$ cat src/rtl/prbs_sat_cnt.sv
// Saturating event counter with synchronous clear; updates on the edge after inc.
// No backpressure: holds at all-ones instead of wrapping.
module prbs_sat_cnt #(
    parameter int CNT_W = 16
) (
    input  logic             clk,
    input  logic             rst_n,
    input  logic             clr,
    input  logic             inc,
    output logic [CNT_W-1:0] cnt
);

    always_ff @(posedge clk or negedge rst_n) begin
        if (!rst_n) begin
            cnt <= '0;
        end else if (clr) begin
            cnt <= '0;
        end else if (inc && (cnt != '1)) begin
            cnt <= cnt + CNT_W'(1);
        end
    end

endmodule

$ cat config.mk
export PLATFORM = sky130hd
export DESIGN_NAME = prbs_sat_cnt
export DESIGN_NICKNAME = d
export VERILOG_FILES = /design/src/rtl/prbs_sat_cnt.sv
export SDC_FILE = /design/constraint.sdc
export NUM_CORES = 1
export LEC_CHECK = 0
export ABC_CLOCK_PERIOD_IN_PS = 2070
export BUFFER_PORTS_ARGS = -buffer_cell sky130_fd_sc_hd__clkbuf_2
export CAP_MARGIN = 20
export CELL_PAD_IN_SITES_DETAIL_PLACEMENT = 1
export CELL_PAD_IN_SITES_GLOBAL_PLACEMENT = 1
export CORE_MARGIN = 3
export CORE_UTILIZATION = 40
export DETAILED_ROUTE_END_ITERATION = 7
export GPL_TIMING_DRIVEN = 0
export HOLD_SLACK_MARGIN = 0.08
export PLACE_DENSITY_LB_ADDON = 0.15
export SETUP_SLACK_MARGIN = 0.05
export SKIP_CTS_REPAIR_TIMING = 1
export SLEW_MARGIN = 15
export SYNTH_ARGS = -nofsm -noshare
export SYNTH_HDL_FRONTEND = slang
export SYNTH_SLANG_ARGS = --single-unit
export TNS_END_PERCENT = 20
$ cat constraint.sdc
create_clock -name clk -period 2.07 [get_ports clk]
set_input_delay 0.207 -clock clk [delete_from_list [all_inputs] [get_ports clk]]
set_output_delay 0.207 -clock clk [all_outputs]
set_load 0.01 [all_outputs]
==> results of run 1 <==
## power breakdown
part	leakage (nW)	switching, W	internal, W	total [W]
combinational	0.259	0.0000277	0.0000120	0.0000397
clock	0.0210	0.000112	0.000107	0.000220
sequential	0.221	0.00000430	0.000315	0.000320
## through the flow
step / hold slack, ns / utilization [%] / cell area (µm²)
after CTS: -0.166 / 52.7 / 1110
after detailed placement: 0.158 / 51.0 / 1070
after global placement: 0.154 / 51.0 / 1070
final: 0.210 / 54.3 / 1140
after global routing: 0.246 / 54.3 / 1140
after floorplan: -0.0886 / - / 942
## critical path, stage by stage, from the launching register on
cell	delay [ns]
dfrtp_2	0.46
ha_2	0.23
nand4_2	0.12
nor4_4	0.06
buf_4	0.17
buf_4	0.14
or4_2	0.53
a21oi_1	0.17
## worst paths after layout
path,endpoint,slack (ns),cells past startpoint
worst max register to register,cnt[2],0.12,7
worst min register to register,cnt[14],0.63,2
max in group asynchronous,cnt[0],1.41,2
worst max-delay path,cnt[2],0.12,7
worst min-delay path,cnt[1],0.21,3
min in group asynchronous,cnt[2],0.36,2
## layer usage
layer / part of all wire, % / GRT usage, % / up-vias
met5: 0 / 0 / -
met4: 1.5 / 8.71 / 0
met3: 4.8 / 3.00 / 4
met2: 47 / 30.7 / 32
met1: 46 / 30.4 / 455
li1: - / - / 427
## cell usage in the layout, fill, tap and decap left out, types with 3 or more instances in the layout
| master | netlist | routed |
|---|---|---|
| a21oi_1 | 11 | 11 |
| nor4_1 | 4 | 3 |
| nand4_1 | 6 | 6 |
| clkbuf_2 | 0 | 19 |
| nor2_1 | 4 | 4 |
| nand3_1 | 3 | 3 |
| clkbuf_1 | 4 | 4 |
| dfrtp_1 | 16 | 15 |
| nand2_1 | 6 | 6 |
| clkbuf_4 | 0 | 3 |
| mux2_1 | 4 | 4 |
| inv_1 | 3 | 3 |
| o31ai_1 | 7 | 7 |
| or4_1 | 5 | 5 |
| o21ai_1 | 3 | 3 |
| nor2b_1 | 4 | 4 |
## logic make-up after synthesis
| logic type | Yosys count | synth area share (%) |
|---|---|---|
| AO/OA/AOI/OAI | 24 | 16.2 |
| adder cells (fa/ha/maj) | 1 | 1.33 |
| buffers and inverters | 8 | 3.98 |
| flip-flops | 16 | 42.5 |
| multiplexers | 4 | 4.78 |
| AND/OR/NAND/NOR | 45 | 31.2 |
## cell type report
| type | instances | share of cell area [%] |
|---|---|---|
| well taps | 27 | 2.96 |
| plain buffers | 5 | 2.30 |
| multi-input cells | 74 | 44.9 |
| inverters | 3 | 0.986 |
| clock buffers | 4 | 3.18 |
| repair buffers | 22 | 10.5 |
| flip-flops and latches | 16 | 35.2 |
==> results.json, run 1 <==
{
  "hold_class": "input port to register",
  "drt-pass1-iter-count": 4,
  "htreeDepth": 1,
  "netlist_top_cells_area": "dfrtp_1, a21oi_1, o31ai_1, mux2_1, nand4_1",
  "path_max_fanout": 9,
  "yosys.area.top_type_share_pct": 42.5,
  "slew-limit-headroom_pct": 68.5,
  "post-dp-hpwl_mm": 1.84,
  "gp_congestion": 0.771,
  "cts_buffer_depth": 2,
  "antenna_cells": 0,
  "ir_drop_uv": 281,
  "place_ws_ns": 0.0293,
  "io_pins": 20,
  "syn-cell-area_um2": 942,
  "synthesis.instances": 98,
  "multi_input_area_um2": 513,
  "viasPerCell": 6.08,
  "cts_tree": "done",
  "ys_ff_latch": 16,
  "layout.cells.non_filler": 151,
  "drive_above_1_share_pct": 30.6,
  "std_cell_rows": 16,
  "skew_ns": 0.00405,
  "synth_most_common_cell": "dfrtp_1",
  "yosysWarnings": 0,
  "worstMarginPinSlew_ns": 0.472,
  "drc": 0,
  "rr_startpoint": "cnt[0]",
  "synthArstFlopShare_pct": 100,
  "netlist-cell-type-count": 28,
  "slew_viol_final": 0,
  "clock_latency_ns": 0.30,
  "dieArea_um2": 2970,
  "wirelength_mm": 2.69,
  "cts_buffers": 3,
  "grt_pass1_vias": 910,
  "syn_avg_cell_area_um2": 9.61,
  "regMostFlops": "cnt",
  "yosys.area.top_type": "dfrtp_1",
  "hold_start": "inc",
  "largest_register_ff_count": 16,
  "antenna_found_initial": 0,
  "layout.nets": 130,
  "hold_violations": 0,
  "rsz0062_at_grt": "yes",
  "power_w": 0.000579,
  "finalCriticalPeriod_ns": 1.95,
  "gr-usage-all-layers_pct": 20.9,
  "crit_type": "register to register",
  "crit_path_end_kind": "register",
  "ys_seq_area_share_pct": 42.5,
  "ctsRootBufferMaster": "clkbuf_4",
  "drt_iter0_drc": 16,
  "io_buffers": 19,
  "cellPowerDensity_nw_per_um2": 507,
  "die_x_um": 54.5,
  "synth_edf_count": 0,
  "via_count": 918,
  "fill_cells": 260,
  "synth_ff_type": "dfrtp_1",
  "crit_arrival_ns": 2.18,
  "status": "finished clean",
  "max-cap-violations": 0,
  "ant_nets": 0,
  "regArea_um2": 402,
  "core_area_um2": 2100,
  "max_freq_ghz": 0.512,
  "grt_pass1_wl_mm": 4.40,
  "die_h_um": 54.5,
  "synth_common_cells": "dfrtp_1, a21oi_1, o31ai_1, nand2_1, nand4_1",
  "cp-startpoint": "cnt[0]",
  "worstSetupStartpointType": "register",
  "grt_max_degree": 17,
  "dp_cells": 144,
  "finalSetupTns_ns": 0,
  "cts.clk_slew.worst_paths_ns": 0.10,
  "setup_slack_ns": 0.118,
  "synthToLayoutAreaGrowth_pct": 21.2,
  "setup_violations": 0,
  "clock_sinks": 16,
  "static-leakage-power_nw": 0.501,
  "detail_route.wl_per_cell_um": 17.8,
  "gr-total-overflow": 0,
  "worstPathRequired_ns": 2.30,
  "synth_nets": 103,
  "start_util_pct": 44.8,
  "top_regs": "cnt x16",
  "fin_crit_sh_pct": 94.3
}
(Power assumes the default switching activity.)
==> run 2: changes to the inputs <==
--- a/config.mk
+++ b/config.mk
@@ -10,7 +10,7 @@
 export CAP_MARGIN = 20
 export CELL_PAD_IN_SITES_DETAIL_PLACEMENT = 1
 export CELL_PAD_IN_SITES_GLOBAL_PLACEMENT = 1
-export CORE_MARGIN = 3
+export CORE_MARGIN = 5
 export CORE_UTILIZATION = 40
 export DETAILED_ROUTE_END_ITERATION = 7
 export GPL_TIMING_DRIVEN = 0
==> run 2 against run 1 <==
Effect of this change:
- total power is 0.24% lower
- combinational power is 3% higher
- global-route usage shrank 4.2 points
- worst setup slack better by 0.019 ns
- worst hold slack lost 0.00091 ns
- clock power is essentially flat
- register-to-register slack improved by 0.02 ns
- count of clock-buffer cells in the layout is the same
- critical path type unchanged
- critical endpoint unchanged
- largest cell class unchanged
==> results.json, run 2 (same netlist as run 1, synthesis figures left out) <==
{
  "design_area_um2": 1140,
  "grt_max_degree": 17,
  "worstSetupStartpointType": "register",
  "r2r-end": "cnt[2]",
  "hold_class": "input port to register",
  "htreeDepth": 1,
  "cp_slowest_cell": "or4_2",
  "rr_startpoint": "cnt[0]",
  "endpoint": "cnt[2]",
  "crit_path_frequent_cell": "buf_4",
  "cts_tree": "done",
  "synthToLayoutAreaGrowth_pct": 20.7,
  "slew-limit-headroom_pct": 66.4,
  "drc": 0,
  "path_cells": "ha_2 > nand4_2 > nor4_4 > buf_4 > buf_4 > or4_2 > a21oi_1",
  "clock_latency_ns": 0.30,
  "gp_congestion": 0.768,
  "ir_drop_uv": 306,
  "regMostFlops": "cnt",
  "clock_sinks": 16,
  "wirelength_mm": 2.61,
  "crit_type": "register to register",
  "layout.nets": 130,
  "hold_violations": 0,
  "max_freq_ghz": 0.517,
  "grt_pass1_vias": 968,
  "gr-total-overflow": 0,
  "ctsRootBufferMaster": "clkbuf_4",
  "cellPowerDensity_nw_per_um2": 508,
  "hold_start": "inc",
  "path_depth": 7,
  "top_regs": "cnt x16",
  "largest_register_ff_count": 16,
  "antenna_found_initial": 0,
  "die_x_um": 58.5,
  "drt_iter0_drc": 21,
  "layout.cells.most_common": "clkbuf_2",
  "skew_ns": 0.00806,
  "cp.buffers_inverters": 2,
  "final_cell_mix": "clkbuf_2, dfrtp_1, a21oi_1",
  "dieArea_um2": 3430,
  "slew_viol_final": 0,
  "cp-startpoint": "cnt[0]",
  "cts_buffer_depth": 2,
  "post-dp-hpwl_mm": 1.85,
  "reg2reg_setup_slack_ns": 0.14,
  "detail_route.wl_per_cell_um": 17.2,
  "start_util_pct": 42.2,
  "std_cell_rows": 17,
  "status": "finished clean",
  "cts_buffers": 3,
  "io_pins": 20,
  "max-cap-violations": 0,
  "finalCriticalPeriod_ns": 1.93,
  "path_max_fanout": 9,
  "rsz0062_at_grt": "no",
  "final_util_pct": 50.9,
  "via_count": 901,
  "fin_crit_sh_pct": 93.4,
  "cts.clk_slew.worst_paths_ns": 0.10,
  "crit_path_end_kind": "register",
  "worstMarginPinSlew_ns": 0.504,
  "drive_above_1_share_pct": 29.8,
  "static-leakage-power_nw": 0.501,
  "grt_pass1_wl_mm": 4.36,
  "viasPerCell": 5.93,
  "core_area_um2": 2230,
  "antenna_cells": 0,
  "crit_family": "simple AND/OR/NAND/NOR gates",
  "r2r_cells": 7,
  "worstPathRequired_ns": 2.30,
  "setup_violations": 0,
  "io_buffers": 19,
  "die_h_um": 58.5,
  "gr-usage-all-layers_pct": 16.8,
  "ant_nets": 0,
  "slowest_delay_ns": 0.53,
  "crit_arrival_ns": 2.16,
  "place_area_um2": 1070,
  "drt-pass1-iter-count": 4
}
[run 2: cell counts in the layout (fill, tap and decap cells not counted)]
Identical to the previous run, type by type.
[run 2: worst reg2reg max path: stages, from the launching register on]
cell,delay (ns)
dfrtp_2,0.46
ha_2,0.22
nand4_2,0.12
nor4_4,0.06
buf_4,0.17
buf_4,0.14
or4_2,0.53
a21oi_1,0.16
[run 2: power breakdown]
group          internal (W)  switching, W  leakage [nW]
Sequential         0.000315    0.00000421         0.221
Clock              0.000107      0.000110        0.0210
Combinational     0.0000120     0.0000290         0.259
Total              0.000435      0.000143         0.501
[run 2: routing by layer]
layer  global-route usage (%)  routed length (µm)  vias to the layer above
li1                         -                   -                      432
met5                        0                   0                        -
met4                     9.93                  63                        0
met1                     18.4                1140                      446
met3                     1.97                  85                        6
met2                     30.6                1320                       17
[run 2: metrics by stage]
step	TNS (ns)	cells	total power, W	hold slack [ns]	setup slack, ns
floorplan	0	98	0.000344	-0.0886	0.272
CTS	-0.0465	149	0.000581	-0.157	-0.0241
global route	0	152	0.000609	0.217	0.0484
global placement	0	145	0.000363	0.160	0.0496
detailed placement	0	145	0.000365	0.169	0.000306
finish	0	152	0.000578	0.209	0.137
[run 2: worst min-delay path by stage]
stage              end  cells past startpoint
2_1_floorplan   cnt[0]                      0
6_report        cnt[1]                      3
5_1_grt         cnt[1]                      3
3_5_place_dp   cnt[13]                      1
3_3_place_gp   cnt[13]                      1
4_1_cts        cnt[12]                      1
[run 2: final cells by class]
class                      instances  area (µm²)
fill                             267        1100
clock buffer                       4        36.3
sequential                        16         402
buffer                             5        26.3
timing repair buffer              22         120
inverter                           3        11.3
tap                               28        35.0
multi-input combinational         74         507
==> run 3: changes to the inputs <==
--- a/config.mk
+++ b/config.mk
@@ -15,7 +15,7 @@
 export DETAILED_ROUTE_END_ITERATION = 7
 export GPL_TIMING_DRIVEN = 0
 export HOLD_SLACK_MARGIN = 0.08
-export PLACE_DENSITY_LB_ADDON = 0.15
+export PLACE_DENSITY = 0.88
 export SETUP_SLACK_MARGIN = 0.05
 export SKIP_CTS_REPAIR_TIMING = 1
 export SLEW_MARGIN = 15
==> run 3 against run 2 <==
Effect of this change:
- clock skew is 0.0049 ns lower
- cell area is 0.11% higher
- total power is 8.6% lower
- sequential cell count stayed put
- fmax is 2.3% lower
- via count is 1.8% higher
- non-clock buffer count stayed put
- worst hold slack worse by 0.0036 ns
- critical endpoint is now cnt[3]
- sequential power hardly changed
==> results.json, run 3 (same netlist as run 1, synthesis figures left out) <==
{
  "status": "finished clean",
  "cp_slowest_cell": "or4_2",
  "crit_path_frequent_cell": "buf_4",
  "layout.cells.most_common": "clkbuf_2",
  "cp.buffers_inverters": 2,
  "via_count": 917,
  "die_h_um": 58.5,
  "crit_type": "register to register",
  "layout.nets": 130,
  "grt_pass1_vias": 954,
  "cts.clk_slew.worst_paths_ns": 0.09,
  "slew-limit-headroom_pct": 63.0,
  "dp_cells": 145,
  "grt_max_degree": 17,
  "max_freq_ghz": 0.506,
  "worstPathRequired_ns": 2.28,
  "cellPowerDensity_nw_per_um2": 464,
  "setup_violations": 0,
  "dieArea_um2": 3430,
  "fill_cells": 274,
  "whs_ns": 0.205,
  "path_max_fanout": 9,
  "design_area_um2": 1140,
  "post-dp-hpwl_mm": 1.92,
  "crit_family": "simple AND/OR/NAND/NOR gates",
  "ant_nets": 0,
  "top_regs": "cnt x16",
  "detail_route.wl_per_cell_um": 18.3,
  "final_cell_mix": "clkbuf_2, dfrtp_1, a21oi_1",
  "hold_class": "input port to register",
  "drive_above_1_share_pct": 30.9,
  "gp_congestion": 0.804,
  "fin_crit_sh_pct": 95.5,
  "antenna_cells": 0,
  "layout.cells.non_filler": 151,
  "reg2reg_setup_slack_ns": 0.09,
  "drc": 0,
  "wirelength_mm": 2.76,
  "htreeDepth": 1,
  "grt_pass1_wl_mm": 4.59,
  "worstSetupStartpointType": "register",
  "gr-total-overflow": 0,
  "core_area_um2": 2230,
  "viasPerCell": 6.07,
  "slowest_delay_ns": 0.62,
  "drt_iter0_drc": 22,
  "cts_buffer_depth": 2,
  "ir_drop_uv": 314,
  "start_util_pct": 42.2,
  "antenna_found_initial": 0,
  "power_w": 0.000528,
  "max-cap-violations": 0,
  "crit_path_end_kind": "register",
  "place_area_um2": 1070,
  "io_pins": 20,
  "slew_viol_final": 0,
  "cts_tree": "done",
  "drt-pass1-iter-count": 4,
  "crit_arrival_ns": 2.19,
  "skew_ns": 0.00316,
  "gr-usage-all-layers_pct": 17.3,
  "static-leakage-power_nw": 0.493,
  "largest_register_ff_count": 16,
  "cts_buffers": 3,
  "clock_sinks": 16,
  "hold_violations": 0,
  "io_buffers": 19,
  "ctsRootBufferMaster": "clkbuf_4",
  "path_cells": "ha_4 > nand4_2 > nor4_4 > buf_4 > buf_4 > or4_2 > a21oi_2",
  "finalCriticalPeriod_ns": 1.98,
  "rsz0062_at_grt": "no",
  "std_cell_rows": 17,
  "worstMarginPinSlew_ns": 0.555,
  "clock_latency_ns": 0.28,
  "regMostFlops": "cnt",
  "die_x_um": 58.5,
  "synthToLayoutAreaGrowth_pct": 20.8
}
==> run 3: cell types whose count changed in the layout (fill, tap and decap cells not counted), sizes merged <==
cell / change
clkbuf: -1
==> run 3: tightest hold or removal path, stage by stage <==
cell      delay (ns)
clkbuf_2        0.11
nand3b_1        0.08
a21oi_1         0.05
==> run 3: per-stage QoR <==
stage / setup WS, ns / setup TNS (ns) / utilization [%]
global route: 0.0362 / 0 / 51.0
global placement: 0.0717 / 0 / 48.0
detailed placement: 0.0143 / 0 / 48.0
floorplan: 0.272 / 0 / -
CTS: -0.000495 / -0.000495 / 49.0
finish: 0.0924 / 0 / 51.0
==> run 3: path summary, 6_finish.rpt <==
| kind | startpoint | depth (start not counted) | to |
|---|---|---|---|
| hold / removal | inc | 3 | cnt[1] |
| max in group asynchronous | rst_n | 2 | cnt[1] |
| min in group asynchronous | rst_n | 2 | cnt[13] |
| setup reg to reg | cnt[0] | 7 | cnt[3] |
| hold reg to reg | cnt[10] | 2 | cnt[10] |
| setup / recovery | cnt[0] | 7 | cnt[3] |
==> run 3: metal layers <==
layer | track usage (%) | vias to the layer above | wire [µm]
li1 | - | 432 | -
met4 | 4.97 | 0 | 12
met2 | 31.3 | 18 | 1430
met3 | 2.19 | 2 | 103
met5 | 0 | - | 0
met1 | 21.4 | 465 | 1220
==> run 3: final cells by class <==
class | count | area [µm²] | share of cell area [%]
buffer | 5 | 26.3 | 2.31
tap | 28 | 35.0 | 3.08
inverter | 3 | 11.3 | 0.989
timing repair buffer | 22 | 120 | 10.5
multi-input combinational | 74 | 520 | 45.7
clock buffer | 3 | 22.5 | 1.98
sequential | 16 | 403 | 35.4
==> run 3: power by group <==
part / switching, W / leakage [nW] / internal (W) / total (W)
combinational: 0.0000291 / 0.260 / 0.0000130 / 0.0000421
clock: 0.0000975 / 0.0138 / 0.0000675 / 0.000165
sequential: 0.00000554 / 0.219 / 0.000316 / 0.000321
total: 0.000132 / 0.493 / 0.000396 / 0.000528
